File: config.mk
export PLATFORM = sky130hd
export DESIGN_NAME = spi_mem_arbiter_flat
export DESIGN_NICKNAME = d
export VERILOG_FILES = /design/src/rtl/spi_mem_pkg.sv /design/src/rtl/spi_mem_arbiter_if.sv /design/src/rtl/spi_bit_engine.sv /design/src/rtl/spi_mem_arbiter.sv /design/src/flat_wrapper.sv
export SDC_FILE = /design/constraint.sdc
export NUM_CORES = 1
export LEC_CHECK = 0
export ABC_AREA = 1
export BUFFER_PORTS_ARGS = -buffer_cell sky130_fd_sc_hd__buf_2
export CAP_MARGIN = 10
export CORE_UTILIZATION = 49
export DETAILED_ROUTE_END_ITERATION = 8
export PLACE_DENSITY_LB_ADDON = 0.05
export SKIP_CTS_REPAIR_TIMING = 1
export SLEW_MARGIN = 10
export SYNTH_ARGS = -nofsm -noshare
export SYNTH_HDL_FRONTEND = slang
export SYNTH_SLANG_ARGS = --single-unit
File: constraint.sdc
create_clock -name clk -period 1.3 [get_ports clk]
set_input_delay 0.26 -clock clk [delete_from_list [all_inputs] [get_ports clk]]
set_output_delay 0.26 -clock clk [all_outputs]
set_load 0.02 [all_outputs]
File: src/rtl/spi_mem_pkg.sv
// Shared types and SPI command constants for the SPI memory arbiter.
package spi_mem_pkg;

  typedef enum logic [1:0] {IDLE, SHIFT, DONE} arb_state_e;
  typedef enum logic {OWN_FETCH, OWN_DATA} owner_e;

  localparam logic [7:0] SPI_CMD_READ  = 8'h03;
  localparam logic [7:0] SPI_CMD_WRITE = 8'h02;

endpackage

File: src/rtl/spi_mem_arbiter_if.sv
// Requester-side bus of the SPI memory arbiter: fetch and data req/done pairs.
interface spi_mem_arbiter_if;

  logic        fetch_req;
  logic [15:0] fetch_addr;
  logic        fetch_done;
  logic [7:0]  fetch_data;
  logic        data_req;
  logic        data_we;
  logic [15:0] data_addr;
  logic [7:0]  data_wdata;
  logic        data_done;
  logic [7:0]  data_rdata;

  modport master (
    output fetch_req, fetch_addr, data_req, data_we, data_addr, data_wdata,
    input  fetch_done, fetch_data, data_done, data_rdata
  );

  modport slave (
    input  fetch_req, fetch_addr, data_req, data_we, data_addr, data_wdata,
    output fetch_done, fetch_data, data_done, data_rdata
  );

endinterface

File: src/rtl/spi_bit_engine.sv
// SPI mode-0 bit engine: clock divider, SCLK, MSB-first shift out and MISO capture.
module spi_bit_engine #(
  parameter int unsigned CLK_DIV = 1,
  parameter int unsigned NBITS   = 40,
  localparam int unsigned CW     = $clog2(NBITS + 1)
) (
  input  logic             clk,
  input  logic             rst,
  input  logic             start_i,
  input  logic [CW-1:0]    len_i,
  input  logic [NBITS-1:0] data_i,
  input  logic             miso_i,
  output logic             sclk_o,
  output logic             mosi_o,
  output logic             done_o,
  output logic [7:0]       rdata_o
);

  localparam int unsigned DW = (CLK_DIV > 1) ? $clog2(CLK_DIV) : 1;

  logic             active_q;
  logic             sclk_q;
  logic [DW-1:0]    div_q;
  logic [CW-1:0]    bit_q;
  logic [NBITS-1:0] shreg_q;
  logic [7:0]       rx_q;

  logic phase_end, sample, last_bit;

  assign phase_end = active_q && (div_q == DW'(CLK_DIV - 1));
  // MISO is captured only in the first cycle of the SCLK-high phase.
  assign sample    = active_q && sclk_q && (div_q == '0);
  assign last_bit  = (bit_q == len_i - CW'(1));
  assign done_o    = phase_end && sclk_q && last_bit;
  assign rdata_o   = sample ? {rx_q[6:0], miso_i} : rx_q;
  assign sclk_o    = sclk_q;
  assign mosi_o    = shreg_q[NBITS-1];

  always_ff @(posedge clk) begin
    if (rst) begin
      active_q <= 1'b0;
      sclk_q   <= 1'b0;
      div_q    <= '0;
      bit_q    <= '0;
      shreg_q  <= '0;
      rx_q     <= '0;
    end else if (start_i) begin
      active_q <= 1'b1;
      sclk_q   <= 1'b0;
      div_q    <= '0;
      bit_q    <= '0;
      shreg_q  <= data_i;
    end else if (active_q) begin
      if (sample) rx_q <= rdata_o;
      if (phase_end) begin
        div_q  <= '0;
        sclk_q <= ~sclk_q;
        if (sclk_q) begin
          shreg_q <= {shreg_q[NBITS-2:0], 1'b0};
          bit_q   <= bit_q + CW'(1);
          if (last_bit) active_q <= 1'b0;
        end
      end else begin
        div_q <= div_q + DW'(1);
      end
    end
  end

endmodule

File: src/rtl/spi_mem_arbiter.sv
// Two-requester arbiter for one SPI memory, one byte READ/WRITE per grant.
// Define SPI_ARB_ROUND_ROBIN_EN for round-robin; default is fixed data-over-fetch priority.
module spi_mem_arbiter
  import spi_mem_pkg::*;
#(
  parameter int unsigned CLK_DIV    = 1,
  parameter int unsigned ADDR_BYTES = 3
) (
  input  logic              clk,
  input  logic              rst,
  spi_mem_arbiter_if.slave  bus,
  output logic              spi_cs_n,
  output logic              spi_sclk,
  output logic              spi_mosi,
  input  logic              spi_miso,
  output logic              busy
);

  localparam int unsigned AW    = ADDR_BYTES * 8;
  localparam int unsigned NBITS = 8 + AW + 8;
  localparam int unsigned CW    = $clog2(NBITS + 1);

  arb_state_e state_q;
  owner_e     owner_q, grant;
  logic       we_q, cs_n_q, busy_q;
  logic       fdone_q, ddone_q;
  logic [7:0] fdata_q, drdata_q;
`ifdef SPI_ARB_ROUND_ROBIN_EN
  owner_e     last_q;
`endif

  logic             start, grant_we, eng_done;
  logic [15:0]      grant_addr;
  logic [NBITS-1:0] frame;
  logic [7:0]       eng_rdata;

  always_comb begin
    grant = bus.data_req ? OWN_DATA : OWN_FETCH;
`ifdef SPI_ARB_ROUND_ROBIN_EN
    if (bus.fetch_req && bus.data_req) grant = (last_q == OWN_DATA) ? OWN_FETCH : OWN_DATA;
`endif
  end

  // Fetch is always a read regardless of data_we.
  assign grant_we   = (grant == OWN_DATA) && bus.data_we;
  assign grant_addr = (grant == OWN_DATA) ? bus.data_addr : bus.fetch_addr;
  assign frame      = {grant_we ? SPI_CMD_WRITE : SPI_CMD_READ, AW'(grant_addr),
                       grant_we ? bus.data_wdata : 8'h00};
  assign start      = (state_q == IDLE) && (bus.fetch_req || bus.data_req);

  spi_bit_engine #(
    .CLK_DIV (CLK_DIV),
    .NBITS   (NBITS)
  ) u_engine (
    .clk     (clk),
    .rst     (rst),
    .start_i (start),
    .len_i   (CW'(NBITS)),
    .data_i  (frame),
    .miso_i  (spi_miso),
    .sclk_o  (spi_sclk),
    .mosi_o  (spi_mosi),
    .done_o  (eng_done),
    .rdata_o (eng_rdata)
  );

  always_ff @(posedge clk) begin
    if (rst) begin
      state_q  <= IDLE;
      owner_q  <= OWN_DATA;
      we_q     <= 1'b0;
      cs_n_q   <= 1'b1;
      busy_q   <= 1'b0;
      fdone_q  <= 1'b0;
      ddone_q  <= 1'b0;
      fdata_q  <= '0;
      drdata_q <= '0;
`ifdef SPI_ARB_ROUND_ROBIN_EN
      last_q   <= OWN_DATA;
`endif
    end else begin
      unique case (state_q)
        IDLE: begin
          if (start) begin
            owner_q <= grant;
            we_q    <= grant_we;
            cs_n_q  <= 1'b0;
            busy_q  <= 1'b1;
            state_q <= SHIFT;
`ifdef SPI_ARB_ROUND_ROBIN_EN
            last_q  <= grant;
`endif
          end
        end
        SHIFT: begin
          if (eng_done) begin
            cs_n_q  <= 1'b1;
            state_q <= DONE;
            if (owner_q == OWN_FETCH) begin
              fdone_q <= 1'b1;
              fdata_q <= eng_rdata;
            end else begin
              ddone_q <= 1'b1;
              if (!we_q) drdata_q <= eng_rdata;
            end
          end
        end
        DONE: begin
          fdone_q <= 1'b0;
          ddone_q <= 1'b0;
          busy_q  <= 1'b0;
          state_q <= IDLE;
        end
        default: state_q <= IDLE;
      endcase
    end
  end

  assign spi_cs_n       = cs_n_q;
  assign busy           = busy_q;
  assign bus.fetch_done = fdone_q;
  assign bus.fetch_data = fdata_q;
  assign bus.data_done  = ddone_q;
  assign bus.data_rdata = drdata_q;

endmodule
File: src/flat_wrapper.sv
// flat-port wrapper written by rule: the top's interface ports become plain ports
module spi_mem_arbiter_flat import spi_mem_pkg::*;
#(
  parameter int unsigned CLK_DIV    = 1,
  parameter int unsigned ADDR_BYTES = 3
)
  (clk, rst, spi_cs_n, spi_sclk, spi_mosi, spi_miso, busy, bus_fetch_req, bus_fetch_addr, bus_data_req, bus_data_we, bus_data_addr, bus_data_wdata, bus_fetch_done, bus_fetch_data, bus_data_done, bus_data_rdata);
  spi_mem_arbiter_if bus_i ();
  input  logic clk;
  input  logic rst;
  output logic spi_cs_n;
  output logic spi_sclk;
  output logic spi_mosi;
  input  logic spi_miso;
  output logic busy;
  input wire logic [$bits(bus_i.fetch_req)-1:0] bus_fetch_req;
  input wire logic [$bits(bus_i.fetch_addr)-1:0] bus_fetch_addr;
  input wire logic [$bits(bus_i.data_req)-1:0] bus_data_req;
  input wire logic [$bits(bus_i.data_we)-1:0] bus_data_we;
  input wire logic [$bits(bus_i.data_addr)-1:0] bus_data_addr;
  input wire logic [$bits(bus_i.data_wdata)-1:0] bus_data_wdata;
  output wire logic [$bits(bus_i.fetch_done)-1:0] bus_fetch_done;
  output wire logic [$bits(bus_i.fetch_data)-1:0] bus_fetch_data;
  output wire logic [$bits(bus_i.data_done)-1:0] bus_data_done;
  output wire logic [$bits(bus_i.data_rdata)-1:0] bus_data_rdata;
  assign bus_i.fetch_req = bus_fetch_req;
  assign bus_i.fetch_addr = bus_fetch_addr;
  assign bus_i.data_req = bus_data_req;
  assign bus_i.data_we = bus_data_we;
  assign bus_i.data_addr = bus_data_addr;
  assign bus_i.data_wdata = bus_data_wdata;
  assign bus_fetch_done = bus_i.fetch_done;
  assign bus_fetch_data = bus_i.fetch_data;
  assign bus_data_done = bus_i.data_done;
  assign bus_data_rdata = bus_i.data_rdata;
  spi_mem_arbiter #(.CLK_DIV(CLK_DIV), .ADDR_BYTES(ADDR_BYTES)) u_core (.clk(clk), .rst(rst), .bus(bus_i), .spi_cs_n(spi_cs_n), .spi_sclk(spi_sclk), .spi_mosi(spi_mosi), .spi_miso(spi_miso), .busy(busy));
endmodule
-- Word-level counts from Yosys, hierarchy flattened
Index checks and enable logic that the tools add are counted.
Widths: inputs -> output; s select.
- bits in registers: 81
- input bits: 46
- output and inout bits: 22
- logic and storage cells: 87
- $add $sub $neg: 2
- equal/unequal tests: 7
- muxes and demuxes: 29
- bitwise gates (word level): 5
- reduce and logical (&&, ||, !) cells: 28
- operators with widths (operator ; count):
    $mux 40 ; 4
    $reduce_and 3->1 ; 7
    $mux 16 ; 1
    $mux 8 ; 2
    $mux 1 ; 15
    $reduce_bool 2->1 ; 6
    $pmux 1 s2 ; 4
    $reduce_and 2->1 ; 4
    $logic_and 1x1->1 ; 7
    $add 6x1->6 const B ; 1
    $eq 6x6->1 const B ; 1
    $ne 2x1->1 const B ; 3
    $not 1->1 ; 5
    $mux 2 ; 2
    $pmux 2 s2 ; 1
    $reduce_and 4->1 ; 1
    $eq 2x1->1 const B ; 1
    $eq 2x2->1 const B ; 1
    $logic_not 2->1 ; 1
    $ne 2x2->1 const B ; 1
    $reduce_or 2->1 ; 1
    $add 1x1->1 const B ; 1
    $logic_or 1x1->1 ; 1

-- Longest topological paths before layout
Gate-level depths: netlist (run 1).
- word-level depth: 6
- depth in mapped cells: 10
- mapped depth without buffers: 9

-- Hierarchy
A second synthesis (run 1) with hierarchy kept.
- cells, all modules: 575
- area, all modules: 3749.8 um^2
- by module, submodules not included (module ; instances ; cells an instance ; area an instance (um^2) ; sequential area each (um^2)):
    spi_bit_engine ; 1 ; 371 ; 2542.4 ; 1141.1
    spi_mem_arbiter ; 1 ; 204 ; 1207.4 ; 480.5

-- Worst setup path before layout (run 1)
No wires, ideal clock.
- path type: register to register
- start point: register u_core.state_q[0]
- end point: register u_core.u_engine.shreg_q[7]
- setup time: 120 ps
- arrival: 1334 ps
- required time: 1180 ps
- setup slack: -154 ps
- cell stages (with the launch flop): 10
- path buffers: 1
- clock period less this slack: 1454 ps
- cells stage by stage: dfxtp_1 inv_1 ha_1 o21ai_1 inv_2 nor2_8 inv_4 buf_6 o21ai_1 a21oi_1
- longest elaborated chain between the ends: 4
- elaborated cells on any way between the ends: 7
- classes of those cells: mux: 1; reduce/logical: 6
- RTL lines (what ; RTL line ; RTL):
    start, declared ; spi_mem_arbiter.sv:23 ; arb_state_e state_q;
    start signal, assigned ; spi_mem_arbiter.sv:69 ; state_q <= IDLE;
    start signal, assigned ; spi_mem_arbiter.sv:89 ; state_q <= SHIFT;
    start signal, assigned ; spi_mem_arbiter.sv:98 ; state_q <= DONE;
    $logic_not 2->1 (*) ; spi_mem_arbiter.sv:49 ; assign start = (state_q == IDLE) && (bus.fetch_req || bus.data_req);
    $logic_and 1x1->1 (*) ; spi_mem_arbiter.sv:49 ;
    $reduce_bool 2->1 (no source line) ; -- ;
    $reduce_and 3->1 (no source line) ; -- ;
    end signal, assigned ; spi_bit_engine.sv:52 ; shreg_q <= data_i;
    end signal, assigned ; spi_bit_engine.sv:59 ; shreg_q <= {shreg_q[NBITS-2:0], 1'b0};
    end, declared ; spi_bit_engine.sv:25 ; logic [NBITS-1:0] shreg_q;
Mark *: on every way between the ends. The rest lies on a longest branch, timed or not.
A chain may end at the register's enable or synchronous reset.

-- Final worst setup path (run 1)
- start point: register u_core.state_q[1]
- end point: register u_core.u_engine.shreg_q[17]
Same word-level chain as after synthesis.

==> impl.org, run 1 <==
** Floorplanning
- In this run the vertical extent of the chip is just under 90 µm.
- In this run the horizontal extent of the chip is 86.9 µm.
- The die covers around 7600 µm².
- I/O pin count :: between 60 and 70
- Placement Rows :: 30
- For this configuration, the core starts out at a cell density of between 50% and 60%.
- The core region is around 6900 µm².

** Clocking
- TritonCTS built the clock tree.
- CTS root buffer :: clkbuf_8
- Clock slew seen by the registers of the worst setup and hold paths :: approximately 0.09 ns
- H-tree lvl count :: 3
- TritonCTS buffer count :: 9
- Latest clock arrival within the worst-skew pair :: between 0.3 and 0.4 ns
- Counting along the longest clock path gives a buffer depth of 2.
- CTS saw 81 sinks.

** Detailed routing
- The final layout contains routed wiring with a total length of 8510 µm.
- Once detail routing completed, the nets flagged for antenna violations numbered 0.
- Average wire length per cell after detail routing :: between 10 and 15 µm
- First DRT Iteration DRCs :: 134
- Across all layers, the routed design uses between 3000 and 4000 vias.
- The pre-antenna-repair detailed-routing pass consisted of 4 iterations.
- Average vias per placed instance :: 5.05
- DRC violations left :: 0

** Synth
- Syn_nets :: approximately 540
- Cell count after synthesis :: roughly 490
- Top cells by area in the synthesized netlist :: dfxtp_1 (46%), nand2_1 (18%), a21oi_1 (6.7%), nor2_1 (4.0%), o21ai_0 (4.0%)
- The Yosys step of the flow raised 0 warnings.
- Counting flops with a built-in enable in the synthesized netlist gives 0.
- The average instance in the mapped netlist occupies between 7 and 8 µm².
- Summing the sequential cell areas from Yosys gives about 46% of the chip area.
- Dominant register cell in the synthesized netlist :: dfxtp_1
- Area share of the leading cell type in the synthesized netlist :: a little under half
- Post-synth cell types :: 29
- Post-synthesis sequential element count :: 81
- The mapped netlist covers 3530 µm².
- Ranked by instance count, the synthesized netlist is headed by nand2_1 (169), dfxtp_1 (81), a21oi_1 (47).
- Cell taking the most area after synthesis :: dfxtp_1
- Share of synthesized flip-flops with an asynchronous set or reset :: 0%
- Cell with the most instances after synthesis :: nand2_1

** STA
- Max Fclk :: about 710 MHz
- The hold violation count in the final report came to 0.
- In this run the tightest slew margin relative to its limit is between 80 and 90%.
- Slew Limit Fails :: 0
- Final worst-path setup slack :: -0.109 ns
- Summed over all failing endpoints, the final setup total negative slack is -3.15 ns.
- For the finished layout, the period the worst path requires is between 1 and 1.5 ns.
- Clk_skew :: 0.0120 ns
- In the finished design, the share of the clock period the worst path needs comes to 108%.
- Setup violations remaining at the end of the flow were counted as between 60 and 70.
- Setup repair after global routing missed its margin :: true
- At the pin with the least slew margin, the transition time is between 0.2 and 0.3 ns.

** Placed design
- During placement, the flow inserted port buffers numbering 67.
- At the end of routability-driven placement, the weighted congestion stood at 0.749.
- The placed instances occupy a cell area of roughly 4200 µm².
- Once detailed placement completed, the half-perimeter wirelength came to around 5600 µm.
- Timing analysis after detailed placement gives a worst setup slack of -0.0639 ns.

** Global routing
- Met3 track demand over resource in global routing :: 3.51%
- Total grt overflow :: 0
- The first global-routing pass estimated roughly 14000 µm of wire.
- Met1 Resource Use GR :: 29.9%
- Antenna violations before repair :: 0
- met2 is the most crowded layer.
- Entering global routing, the biggest net connects 37 pins.
- Total routing resource utilization after global routing :: about 23%
- The number of global-route vias before repair is approximately 3000.
- Met2 GRT Util :: between 30 and 40%

** Final layout
- Once layout is done, the placed cells without fillers occupy between 4000 and 5000 µm².
- Multi-input gate area in the final layout :: around 1900 µm²
- For this run, the post-layout net count is around 640.
- Layout cell share with drive strength beyond 1 :: 33.0%
- 0 antenna diodes ended up in the layout.
- FF+latch area :: roughly 1600 µm²
- Compared with the post-synthesis result, the final layout area differs by 36.4%.
- At the end of the flow the core is filled with cells to 70.2%.
- Fill cells :: ~580

** Power and ir drop
- Clock group share of total power :: ~32%
- Combinational logic is responsible for between 20% and 30% of the overall power.
- Registers are responsible for between 40% and 50% of the overall power.
- Net Sw Power :: 0.00197 W
- For this design the ratio of total power to cell area is ~1300 nW/µm².
- Sw frac :: between 30 and 40%
- Cell-internal power :: about 0.0045 W
- Max IR drop VDD :: between 0.9 and 1 mV
- For this design the static power due to leakage is about 2.2 nW.
- The design draws between 0.006 and 0.007 W.

** Critical path
- Origin of the worst setup path :: u_core.state_q[1]
- Startpoint of the most critical register-to-register path :: u_core.state_q[1]
- The critical path is of the flop to flop type.
- Endpoint type of the worst setup path :: flop
- CP Max Fanout :: 7
- CP required :: approximately 1.6 ns
- Startpoint type of the worst setup path :: flop
- Worst Reg-to-Reg Cells :: 8
- Arr. time, crit path :: roughly 1.7 ns

** Outcome
- The checks that failed: negative setup slack.
- Outcome :: complete, but fails checks

** Hold path
- The startpoint identified for the worst hold timing path is bus_data_wdata[0].
- Classification of the worst-slack hold path :: input port to flop
- Along the worst hold path, the cell count comes to 3.

** Flow run
- The tool flagged a number of max-cap violations equal to 0.
-- power groups by stage --
stage	sequential, W	clock (W)	combinational, W
finish	0.00282	0.00209	0.00159
global route	0.00284	0.00222	0.00173
CTS	0.00278	0.00212	0.00126
detailed placement	0.00283	0	0.00125
global placement	0.00283	0	0.00122
floorplan	0.00286	0	0.000751
-- final cells by class --
cell class	count	area share, %
repair buffers	112	16.8
multi-input cells	346	38.7
flip-flops and latches	81	33.8
inverters	35	3.22
well taps	96	2.49
clock buffers	11	2.93
clock inverters	5	1.82
repair inverters	1	0.182
-- cells by family (layout without fill, tap and decap cells) --
| kind of cell | count (synthesis) | in the layout | synth area share, % |
|---|---|---|---|
| flops | 81 | 81 | 45.9 |
| xor+xnor | 2 | 2 | 0.496 |
| fa+ha+maj | 5 | 5 | 1.77 |
| compound gates | 109 | 109 | 16.5 |
| buf+inv | 59 | 164 | 8.28 |
| simple gates | 229 | 230 | 27.0 |
-- metal layers --
layer	part of all wire, %	wire [µm]	up-vias
li1	-	-	1772
met1	47	4000	1613
met2	48	4060	67
met3	3.6	304	15
met4	1.7	144	0
met5	0	0	-
-- registers in the layout (all words and copies together), names as in the netlist --
name	cells
u_core.bus.data_rdata	8
u_core.u_engine.div_q	1
u_core.u_engine.active_q	1
u_core.bus.data_done	1
u_core.bus.fetch_data	8
u_core.u_engine.rx_q	8
u_core.u_engine.shreg_q	40
u_core.u_engine.sclk_o	1
u_core.owner_q	1
u_core.state_q	2
u_core.we_q	1
u_core.busy	1
u_core.spi_cs_n	1
u_core.u_engine.bit_q	6
u_core.bus.fetch_done	1
-- path summary, 6_finish.rpt --
path / endpoint / slack [ns]
worst max-delay path: u_core.u_engine.shreg_q[17] / -0.11
worst min-delay path: u_core.u_engine.shreg_q[0] / 0.16
worst max register to register: u_core.u_engine.shreg_q[17] / -0.11
worst min register to register: u_core.bus.data_rdata[7] / 0.45
-- stage by stage --
step | instances | hold WS [ns]
after floorplan | 485 | 0.409
after global placement | 658 | 0.429
after detailed placement | 658 | 0.437
after CTS | 674 | 0.149
after global routing | 687 | 0.199
final | 687 | 0.162
-- placed cells by master, fill, tap and decap left out, types with 2 or more instances in the layout --
cell and instances:
buf_6 7, a22oi_2 2, nor2_8 2, clkbuf_8 10, dfxtp_2 6, o21ai_1 13, buf_2 67, nor2_4 3
nand2_4 10, inv_2 4, nor2_2 2, nand2_2 8, buf_12 7, nand3_1 9, ha_1 3, o21ai_2 10
xor2_1 2, a21oi_1 41, a22oi_1 5, a21oi_2 4, a21oi_4 2, a31oi_4 2, o21ai_0 14, a31oi_1 15
dfxtp_1 75, nand2_1 156, inv_4 4, inv_1 24, buf_4 29, bufinv_16 2, nor2_1 35
-- critical path, cell delays in order, from the launching register on --
cell and delay [ns]:
dfxtp_2 0.36, inv_4 0.05, ha_4 0.16, o21ai_4 0.07
inv_4 0.09, nor2_8 0.21, clkbuf_16 0.19, nand2_4 0.04
a31oi_1 0.16
Power figures use the tool's default switching activity.
==> inputs of run 2 (changes only) <==
--- a/config.mk
+++ b/config.mk
@@ -12,7 +12,7 @@
 export DETAILED_ROUTE_END_ITERATION = 8
 export PLACE_DENSITY_LB_ADDON = 0.05
 export SKIP_CTS_REPAIR_TIMING = 1
-export SLEW_MARGIN = 10
 export SYNTH_ARGS = -nofsm -noshare
 export SYNTH_HDL_FRONTEND = slang
 export SYNTH_SLANG_ARGS = --single-unit
+export TNS_END_PERCENT = 50
==> run 2 against run 1 <==
- the flow still finishes with violations (negative setup slack)
- cell count fell by 1.3%
- sequential power barely moved
- core utilization fell by 3.8 points
- register-to-register slack improved by 0.03 ns
- fmax rose by 2.3%
- die area did not move
- critical path depth did not move
- critical path type unchanged
- critical endpoint is now u_core.u_engine.shreg_q[9]
- largest cell class unchanged
==> impl.org, run 2 (synthesized netlist as in run 1, its figures left out) <==
** Clocking
- Maximum number of buffers from clock root to sink :: 2 (unchanged)
- The number of H-tree levels was 3 (unchanged).
- CTS tree :: built
- Latest clock arrival within the worst-skew pair :: 0.36 ns (about the same)
- The cell sitting at the root of the clock tree is a clkbuf_8.
- The TritonCTS sink count was 81 (unchanged).
- The number of buffers created by CTS came to 9 (unchanged).
- Clock slew seen by the registers of the worst setup and hold paths :: 0.09 ns (about the same)

** Final layout
- The flip-flop count of the largest register, all copies and words added is 40 (unchanged).
- Post-layout instance area :: 4560 µm² (-5.4%)
- The antenna diode instance count was 0 (unchanged).
- Final Net Count :: 628 (-1.4%)
- Most frequent cells in the layout :: nand2_1 (166), dfxtp_1 (75), buf_2 (67)
- The library cell used most frequently in the layout, excluding fill and tap cells, is nand2_1.
- Top reg by flops :: u_core.u_engine.shreg_q
- Synth-to-layout area growth :: 29.0%
- Layout cell share with drive strength beyond 1 :: 29.6% (-3.4 points)
- Fill cells :: 616 (+7.1%)

** Detailed routing
- The post-route DRC violation count came to 0 (unchanged).
- Average wire length per cell after detail routing :: 11.5 µm (-7.1%)
- The number of iterations in the first detailed-routing pass was 4 (unchanged).
- Total Routed Length :: 7800 µm (-8.3%)
- Via count :: 3324 (-4.1%)
- The via density per instance came to 4.90 (-2.9%).
- Detail Route Antenna Nets :: 0 (unchanged)
- First DRT Iteration DRCs :: 144 (+7.5%)

** Critical path
- Worst stage delay on the critical path :: 0.37 ns (about the same)
- STA classifies the critical path startpoint as a flop.
- Sum of buffers and inverters on the critical path :: 3 (unchanged)
- The slowest stage of the critical path belongs to the cell dfxtp_4.
- CP required :: 1.58 ns (about the same)
- Arr. time, crit path :: 1.65 ns (-0.03 ns)
- Traced cell by cell, the critical path runs through inv_2 -> ha_4 -> o21ai_4 -> inv_4 -> nor2_8 -> buf_12 -> nand2_1 -> a31oi_1.
- The worst setup path is captured at a flop.
- Family of cells with the greatest summed delay on the critical path :: flip-flops
- Crit Path Category :: flop to flop
- CP Max Fanout :: 14 (+7)

** Hold path
- Classification of the worst-slack hold path :: input port to flop

** STA
- The slew at the pin with the worst max-slew slack came to 0.227 ns (-0.0449 ns).
- The final max-slew violation count is 0 (unchanged).
- Number of hold violations in the final report :: 0 (unchanged)
- The final setup violation count came to 24 (-65%).
- The shortest period the worst path allows was 1.38 ns (-0.0322 ns).
- The ratio of final minimum period to clock period is 106% (-2.5 points).
- Setup repair after global routing could not meet its margin everywhere.
- Max-Slew Margin vs Limit :: 84.9% (+3.2 points)
- The highest attainable clock frequency was 726 MHz (+2.3%).
- Clk_skew :: 0.00992 ns (-0.00205 ns)
- The worst setup margin was -0.0772 ns (+0.0322 ns).

** Global routing
- The global route total overflow came to 0 (unchanged).
- The largest net degree at the start of global routing came to 22 (-41%).
- Antenna violations before repair :: 0 (unchanged)
- The global-route wire length before repair was 13100 µm (-3.7%).
- Vias in the first global route :: 3034 (-0.95%)
- Total routing resource utilization after global routing :: 21.8% (-0.70 points)

** Power and ir drop
- The total power divided by cell area is 1290 nW/µm² (-4.0%).
- Total leakage power :: 2.04 nW (-9.2%)
- Max IR drop VDD :: 0.682 mV (-31%)

** Floorplanning
- The area of the core is 6870 µm² (unchanged).
- The die boundary width was 86.9 µm (unchanged).
- Placement Rows :: 30 (unchanged)
- Overall die height :: 86.9 µm (unchanged)
- Initial core utilization :: 51.5% (unchanged)
- The total die area came to 7560 µm² (unchanged).
- The I/O pin total is 68 (unchanged).

** Outcome
- The checks that failed: negative setup slack.
- Outcome :: complete, but fails checks

** Placed design
- The minimum setup slack after placement is -0.0778 ns (-0.0139 ns).
- Count of port buffers added during placement :: 67 (unchanged)
- Cell area after placement :: 4180 µm² (-0.48%)
- The estimated wirelength of the detail-placed design is 5470 µm (-1.9%).
- The routability congestion estimate from global placement was 0.733 (-2.1%).

** Flow run
- The number of max-capacitance violations reported is 0 (unchanged).
[run 2: cell types whose count changed in the layout (fill, tap and decap cells not counted), sizes merged]
cell	before	now
buf	111	104
bufinv	2	0
clkbuf	12	10
clkinv	4	3
clkinvlp	1	2
inv	34	36
[run 2: metal layers]
metal  GRT usage, %  wire length [µm]
met4           9.24                93
met5              0                 0
met3           3.70               253
met1           28.3              3780
met2           36.0              3680
[run 2: report_power, final]
part           total, W  switching, W  internal [W]
Combinational   0.00136      0.000763      0.000597
Clock           0.00174      0.000975      0.000769
Sequential      0.00280      0.000119       0.00268
[run 2: worst register-to-register path, stage by stage, from the launching register on]
cell     delay, ns
dfxtp_4       0.37
inv_2         0.05
ha_4          0.16
o21ai_4       0.07
inv_4         0.09
nor2_8        0.17
buf_12        0.16
nand2_1       0.06
a31oi_1       0.17
[run 2: final timing paths]
kind	startpoint	endpoint	slack, ns	cells past startpoint
worst max register to register	u_core.state_q[0]	u_core.u_engine.shreg_q[9]	-0.08	8
worst max-delay path	u_core.state_q[0]	u_core.u_engine.shreg_q[9]	-0.08	8
worst min-delay path	bus_data_wdata[0]	u_core.u_engine.shreg_q[0]	0.15	3
worst min register to register	u_core.bus.data_rdata[7]	u_core.bus.data_rdata[7]	0.44	2
[run 2: cell type report]
type,count,area (µm²),area share [%]
tap,96,120,2.63
sequential,81,1630,35.8
multi-input combinational,346,1760,38.6
inverter,35,153,3.35
clock inverter,6,50.0,1.10
clock buffer,10,138,3.02
timing repair buffer,104,707,15.5
[run 2: metrics by stage]
stage | std cells | total power (W) | setup TNS (ns) | hold slack, ns | util, %
CTS | 675 | 0.00579 | -2.41 | 0.151 | 63.6
floorplan | 485 | 0.00361 | -0.180 | 0.409 | -
global placement | 659 | 0.00402 | -0.155 | 0.430 | 60.9
global route | 678 | 0.00620 | -3.46 | 0.165 | 66.4
finish | 678 | 0.00590 | -0.416 | 0.153 | 66.4
detailed placement | 659 | 0.00405 | -1.57 | 0.432 | 60.9
